## src/rtl/multdiv_sequencer.sv

```systemverilog
// rtl/multdiv_sequencer.sv - iterative signed shift-add multiply / restoring divide sequencer
// Define MULTDIV_EARLY_TERM_EN to let a multiply finish once its remaining multiplier bits are zero.
module multdiv_sequencer #(
    parameter int WIDTH = 32
) (
    input  logic             clock,
    input  logic             clr_n,
    input  logic             ctrl_mult,
    input  logic             ctrl_div,
    input  logic [WIDTH-1:0] data_operandA,
    input  logic [WIDTH-1:0] data_operandB,
    output logic [WIDTH-1:0] data_result,
    output logic             data_exception,
    output logic             data_resultRDY,
    output logic             busy
);
    localparam int CW = $clog2(WIDTH) + 1;

    typedef enum logic [1:0] {S_IDLE, S_RUN, S_DONE} state_t;

    state_t             r_state;
    logic [2*WIDTH-1:0] r_p;
    logic [WIDTH-1:0]   r_mag_a;
    logic [WIDTH-1:0]   r_mag_b;
    logic               r_neg;
    logic               r_is_div;
    logic               r_divz;
    logic [CW-1:0]      r_count;
    logic [WIDTH-1:0]   r_result;
    logic               r_exception;
    logic               r_rdy;
    logic               r_busy;

    logic [WIDTH-1:0]   w_abs_a;
    logic [WIDTH-1:0]   w_abs_b;
    logic [WIDTH:0]     w_mult_sum;
    logic [2*WIDTH-1:0] w_mult_next;
    logic [2*WIDTH-1:0] w_div_shift;
    logic [WIDTH:0]     w_trial;
    logic [2*WIDTH-1:0] w_div_next;
    logic [2*WIDTH-1:0] w_prod_signed;
    logic [WIDTH-1:0]   w_quot_signed;
    logic               w_mult_ovf;
    logic               w_div_ovf;
    logic               w_last;
`ifdef MULTDIV_EARLY_TERM_EN
    logic [WIDTH-1:0]   w_rem_mask;
    logic               w_early;
    logic [2*WIDTH-1:0] w_early_p;
`endif

    always_comb begin
        w_abs_a = data_operandA[WIDTH-1] ? -data_operandA : data_operandA;
        w_abs_b = data_operandB[WIDTH-1] ? -data_operandB : data_operandB;

        // Multiply step: the carry out of the upper-half add becomes the new MSB after the shift.
        w_mult_sum  = {1'b0, r_p[2*WIDTH-1:WIDTH]} + {1'b0, r_mag_a};
        w_mult_next = r_p[0] ? {w_mult_sum, r_p[WIDTH-1:1]} : {1'b0, r_p[2*WIDTH-1:1]};

        // Restoring divide step: keep the trial remainder only when it did not borrow.
        w_div_shift = {r_p[2*WIDTH-2:0], 1'b0};
        w_trial     = {1'b0, w_div_shift[2*WIDTH-1:WIDTH]} - {1'b0, r_mag_b};
        w_div_next  = w_trial[WIDTH] ? w_div_shift
                                     : {w_trial[WIDTH-1:0], w_div_shift[WIDTH-1:1], 1'b1};

        w_prod_signed = r_neg ? -r_p : r_p;
        w_mult_ovf    = w_prod_signed[2*WIDTH-1:WIDTH] != {WIDTH{w_prod_signed[WIDTH-1]}};
        w_quot_signed = r_neg ? -r_p[WIDTH-1:0] : r_p[WIDTH-1:0];
        // Only a positive quotient of magnitude 2^(WIDTH-1) (MIN / -1) is unrepresentable.
        w_div_ovf     = r_p[WIDTH-1] & ~r_neg;

        w_last = (r_count == CW'(WIDTH - 1));
`ifdef MULTDIV_EARLY_TERM_EN
        // Low WIDTH-count bits of the product register still hold unconsumed multiplier bits.
        w_rem_mask = {WIDTH{1'b1}} >> r_count;
        w_early    = !r_is_div && ((r_p[WIDTH-1:0] & w_rem_mask) == '0);
        w_early_p  = r_p >> (CW'(WIDTH) - r_count);
`endif
    end

    always_ff @(posedge clock or negedge clr_n) begin
        if (!clr_n) begin
            r_state     <= S_IDLE;
            r_p         <= '0;
            r_mag_a     <= '0;
            r_mag_b     <= '0;
            r_neg       <= 1'b0;
            r_is_div    <= 1'b0;
            r_divz      <= 1'b0;
            r_count     <= '0;
            r_result    <= '0;
            r_exception <= 1'b0;
            r_rdy       <= 1'b0;
            r_busy      <= 1'b0;
        end else begin
            r_rdy <= 1'b0;
            case (r_state)
                S_IDLE: begin
                    if (ctrl_mult || ctrl_div) begin
                        r_mag_a  <= w_abs_a;
                        r_mag_b  <= w_abs_b;
                        r_neg    <= data_operandA[WIDTH-1] ^ data_operandB[WIDTH-1];
                        r_is_div <= !ctrl_mult;
                        r_count  <= '0;
                        r_busy   <= 1'b1;
                        r_p      <= {{WIDTH{1'b0}}, (ctrl_mult ? w_abs_b : w_abs_a)};
                        if (!ctrl_mult && data_operandB == '0) begin
                            r_divz  <= 1'b1;
                            r_state <= S_DONE;
                        end else begin
                            r_divz  <= 1'b0;
                            r_state <= S_RUN;
                        end
                    end
                end
                S_RUN: begin
                    r_count <= r_count + CW'(1);
`ifdef MULTDIV_EARLY_TERM_EN
                    if (w_early) begin
                        r_p     <= w_early_p;
                        r_state <= S_DONE;
                    end else
`endif
                    begin
                        r_p <= r_is_div ? w_div_next : w_mult_next;
                        if (w_last) begin
                            r_state <= S_DONE;
                        end
                    end
                end
                S_DONE: begin
                    r_state <= S_IDLE;
                    r_busy  <= 1'b0;
                    r_rdy   <= 1'b1;
                    if (r_divz) begin
                        r_result    <= '0;
                        r_exception <= 1'b1;
                    end else if (r_is_div) begin
                        r_result    <= w_quot_signed;
                        r_exception <= w_div_ovf;
                    end else begin
                        r_result    <= w_prod_signed[WIDTH-1:0];
                        r_exception <= w_mult_ovf;
                    end
                end
                default: r_state <= S_IDLE;
            endcase
        end
    end

    assign data_result    = r_result;
    assign data_exception = r_exception;
    assign data_resultRDY = r_rdy;
    assign busy           = r_busy;

endmodule
```

## config.mk

```make
export PLATFORM = sky130hd
export DESIGN_NAME = multdiv_sequencer
export DESIGN_NICKNAME = d
export VERILOG_FILES = /design/src/rtl/multdiv_sequencer.sv
export SDC_FILE = /design/constraint.sdc
export NUM_CORES = 1
export LEC_CHECK = 0
export ABC_AREA = 1
export BUFFER_PORTS_ARGS = -buffer_cell sky130_fd_sc_hd__buf_4
export CORE_ASPECT_RATIO = 1.25
export CORE_UTILIZATION = 45
export CTS_CLUSTER_SIZE = 20
export DETAILED_ROUTE_END_ITERATION = 7
export GPL_ROUTABILITY_DRIVEN = 0
export PLACE_DENSITY = 0.6
export SYNTH_ARGS = -nofsm -noshare
export SYNTH_HDL_FRONTEND = slang
export SYNTH_SLANG_ARGS = --single-unit
```

## constraint.sdc

```tcl
create_clock -name clock -period 2.5 [get_ports clock]
set_clock_uncertainty 0.2 [all_clocks]
set_input_delay 0.125 -clock clock [delete_from_list [all_inputs] [get_ports clock]]
set_output_delay 0.125 -clock clock [all_outputs]
set_load 0.005 [all_outputs]
```

==> results.json <==
{
  "coreArea_sq_um": 35600,
  "setup_slack_ns": -0.319,
  "synthesis.nets": 2726,
  "critPathCaptureType": "register",
  "power.leakage_nw": 12.0,
  "cts_made_buffers": 17,
  "grt_pass1_vias": 20613,
  "dr.pass1.iters": 8,
  "clkTransAtPathRegs_ns": 0.07,
  "grt_max_degree": 72,
  "antenna_found_initial": 1,
  "grtUsageTotal": 0.394,
  "wirelength_um": 76700,
  "async_reset_ff_frac": 1.00,
  "worst-path-max-fanout": 4,
  "grt_remaining_overflow": 0,
  "min_path_type": "input port to register",
  "worstMarginPinSlew_ns": 0.675,
  "synth-edff-count": 0,
  "cp.arrival_ns": 2.95,
  "drtIter0Drc": 2099,
  "status": "finished with violations",
  "routedWlPerCell_um": 20.5,
  "synth_top_cell_by_area": "dfrtp_1",
  "maxCapViolCount": 0,
  "syn_inst": 2588,
  "fp.dieH_um": 216,
  "numClockSinks": 174,
  "grt_first_pass_wirelength_um": 113000,
  "port_buffers": 102,
  "root_buffer": "clkbuf_16",
  "drc": 1,
  "whs_ns": -0.0267,
  "postSynthAreaPerCell_sq_um": 6.35,
  "dp_hpwl_um": 57100,
  "yosysMostFrequentCell": "nand2_1",
  "hold_violations": 2,
  "pre_cts_slack_ns": -0.426,
  "synthToLayoutAreaGrowth_pct": 51.8,
  "final_cells": 3738,
  "p_per_area_nw_per_um2": 1680,
  "ys_types": 60,
  "power.total_mw": 41.9,
  "clk_latency_ns": 0.45,
  "vias": 21469,
  "fin_crit_sh": 1.13,
  "max_slew_margin": 0.550,
  "synth_fa_ha_area_frac": 0.0542,
  "rows": 77,
  "viasPerCell": 5.74,
  "synth_area_sq_um": 16400,
  "diodes": 0,
  "fin_crit_ns": 2.82,
  "fill_cells": 2988,
  "ff2ff_path_depth": 12,
  "synthTopCellsByArea": "dfrtp_1 26%, nand2_1 15%, o21ai_0 7.7%",
  "die_area_sq_um": 37300,
  "cts_tree": "built",
  "synth-xor-area-share": 0.0490,
  "nets": 3389,
  "max_freq_mhz": 355,
  "start_util": 0.461,
  "setup_violations": 34,
  "ys_ff_latch": 174,
  "synth_mux_area_frac": 0,
  "die_x_um": 173,
  "drv_slew": 0,
  "yosys-top-cells-count": "660 x nand2_1, 312 x nor2_1, 265 x inv_1",
  "synth_top_family_by_area": "simple AND/OR/NAND/NOR gates",
  "clockBufferDepth": 2,
  "ys_warn_count": 0,
  "final_antenna_net_count": 0,
  "ys_seq_area_frac": 0.265,
  "drive_gt1_frac": 0.343,
  "dpl.cell_count": 3543,
  "io_pins": 103,
  "required_ns": 2.63,
  "synth-compound-area-share": 0.199,
  "startpoint_type": "register",
  "utilization": 0.700,
  "netlist.area_leader.share": 0.265,
  "grt_setup_unrepaired": "yes",
  "whs_path_depth": 5,
  "ys.flop_type": "dfrtp_1",
  "path_class": "register to register",
  "cts-htree-levels": 4,
  "max-vdd-ir-drop_mv": 0.728,
  "violations": "DRC, hold timing, setup timing",
  "synthSimpleGateAreaFrac": 0.340
}
==> path summary, 6_finish.rpt <==
check | from | endpoint | slack (ns)
worst max-delay path | r_p[53] | r_p[55] | -0.32
worst min-delay path | data_operandA[28] | r_mag_a[29] | -0.03
worst max register to register | r_p[53] | r_p[55] | -0.32
worst min register to register | r_mag_b[14] | r_mag_b[14] | 0.30
max in group asynchronous | clr_n | r_p[40] | 1.25
min in group asynchronous | clr_n | data_result[31] | 0.03
==> kinds of logic after synthesis <==
kind of cell    count (synthesis)
fa+ha+maj                      70
buf+inv                       369
compound gates                582
flops                         174
simple gates                 1301
xor+xnor                       92
==> power by group <==
group	total, mW	internal [mW]	switching [mW]
Combinational	32.8	14.6	18.2
Sequential	6.07	4.25	1.82
Clock	3.00	1.70	1.30
Total	41.9	20.5	21.3
==> cell type report <==
cell class	count	area [sq um]	area share
Clock inverter	13	199	0.00797
Inverter	276	1060	0.0426
Timing Repair Buffer	731	5970	0.239
Tap cell	474	593	0.0238
Clock buffer	19	433	0.0173
Multi-Input combinational cell	2050	12300	0.493
Sequential cell	174	4390	0.176
Timing Repair inverter	1	16.3	0.000652
==> metal layers <==
| metal | up-vias | global-route usage | share of wire |
|---|---|---|---|
| met3 | 336 | 0.0618 | 0.078 |
| met1 | 10099 | 0.456 | 0.37 |
| met5 | - | 0 | 0 |
| met2 | 1103 | 0.648 | 0.46 |
| li1 | 9931 | - | - |
| met4 | 0 | 0.319 | 0.097 |
==> critical path, stage by stage, from the launching register on <==
cell and delay (ns):
dfrtp_1 0.44, ha_1 0.35, buf_4 0.16, a21oi_1 0.23
o21ai_0 0.15, a21oi_1 0.25, o211ai_1 0.15, buf_4 0.17
or2_2 0.29, a21oi_2 0.14, a21oi_2 0.04, nand3_1 0.09
nand2_1 0.06
==> stage by stage <==
| stage | instance area, sq um | TNS, ns |
|---|---|---|
| after floorplan | 16500 | -2.15 |
| after global placement | 21100 | -10.06 |
| after detailed placement | 21100 | -11.46 |
| after CTS | 23900 | -5.52 |
| after global routing | 25000 | -10.45 |
| final | 25000 | -7.04 |
==> sequential cells by signal (all words and copies together), names as in the netlist, 2 cells and up <==
signal / cells
data_result: 32
r_p: 64
r_state: 2
r_mag_b: 32
r_count: 6
r_mag_a: 32
==> placed cells by master, fill, tap and decap left out, types with 63 or more instances in the layout <==
cell / count
dfrtp_1: 146
nand2_2: 68
buf_4: 629
inv_1: 250
o21ai_0: 213
nand3_1: 148
nor2_1: 240
dlygate4sd3_1: 63
nand2_1: 586
a21oi_1: 136
xor2_1: 65
==> timing repair <==
action                                  CTS  global route
buffers inserted                         61            36
hold buffers                             73             0
pin swaps                               102           100
endpoints found under the setup margin   34            55
cloned                                    6             1
endpoints found under the hold margin   196             0
resized for setup                       274           188
No activity file was read; power rests on OpenSTA's default activity.
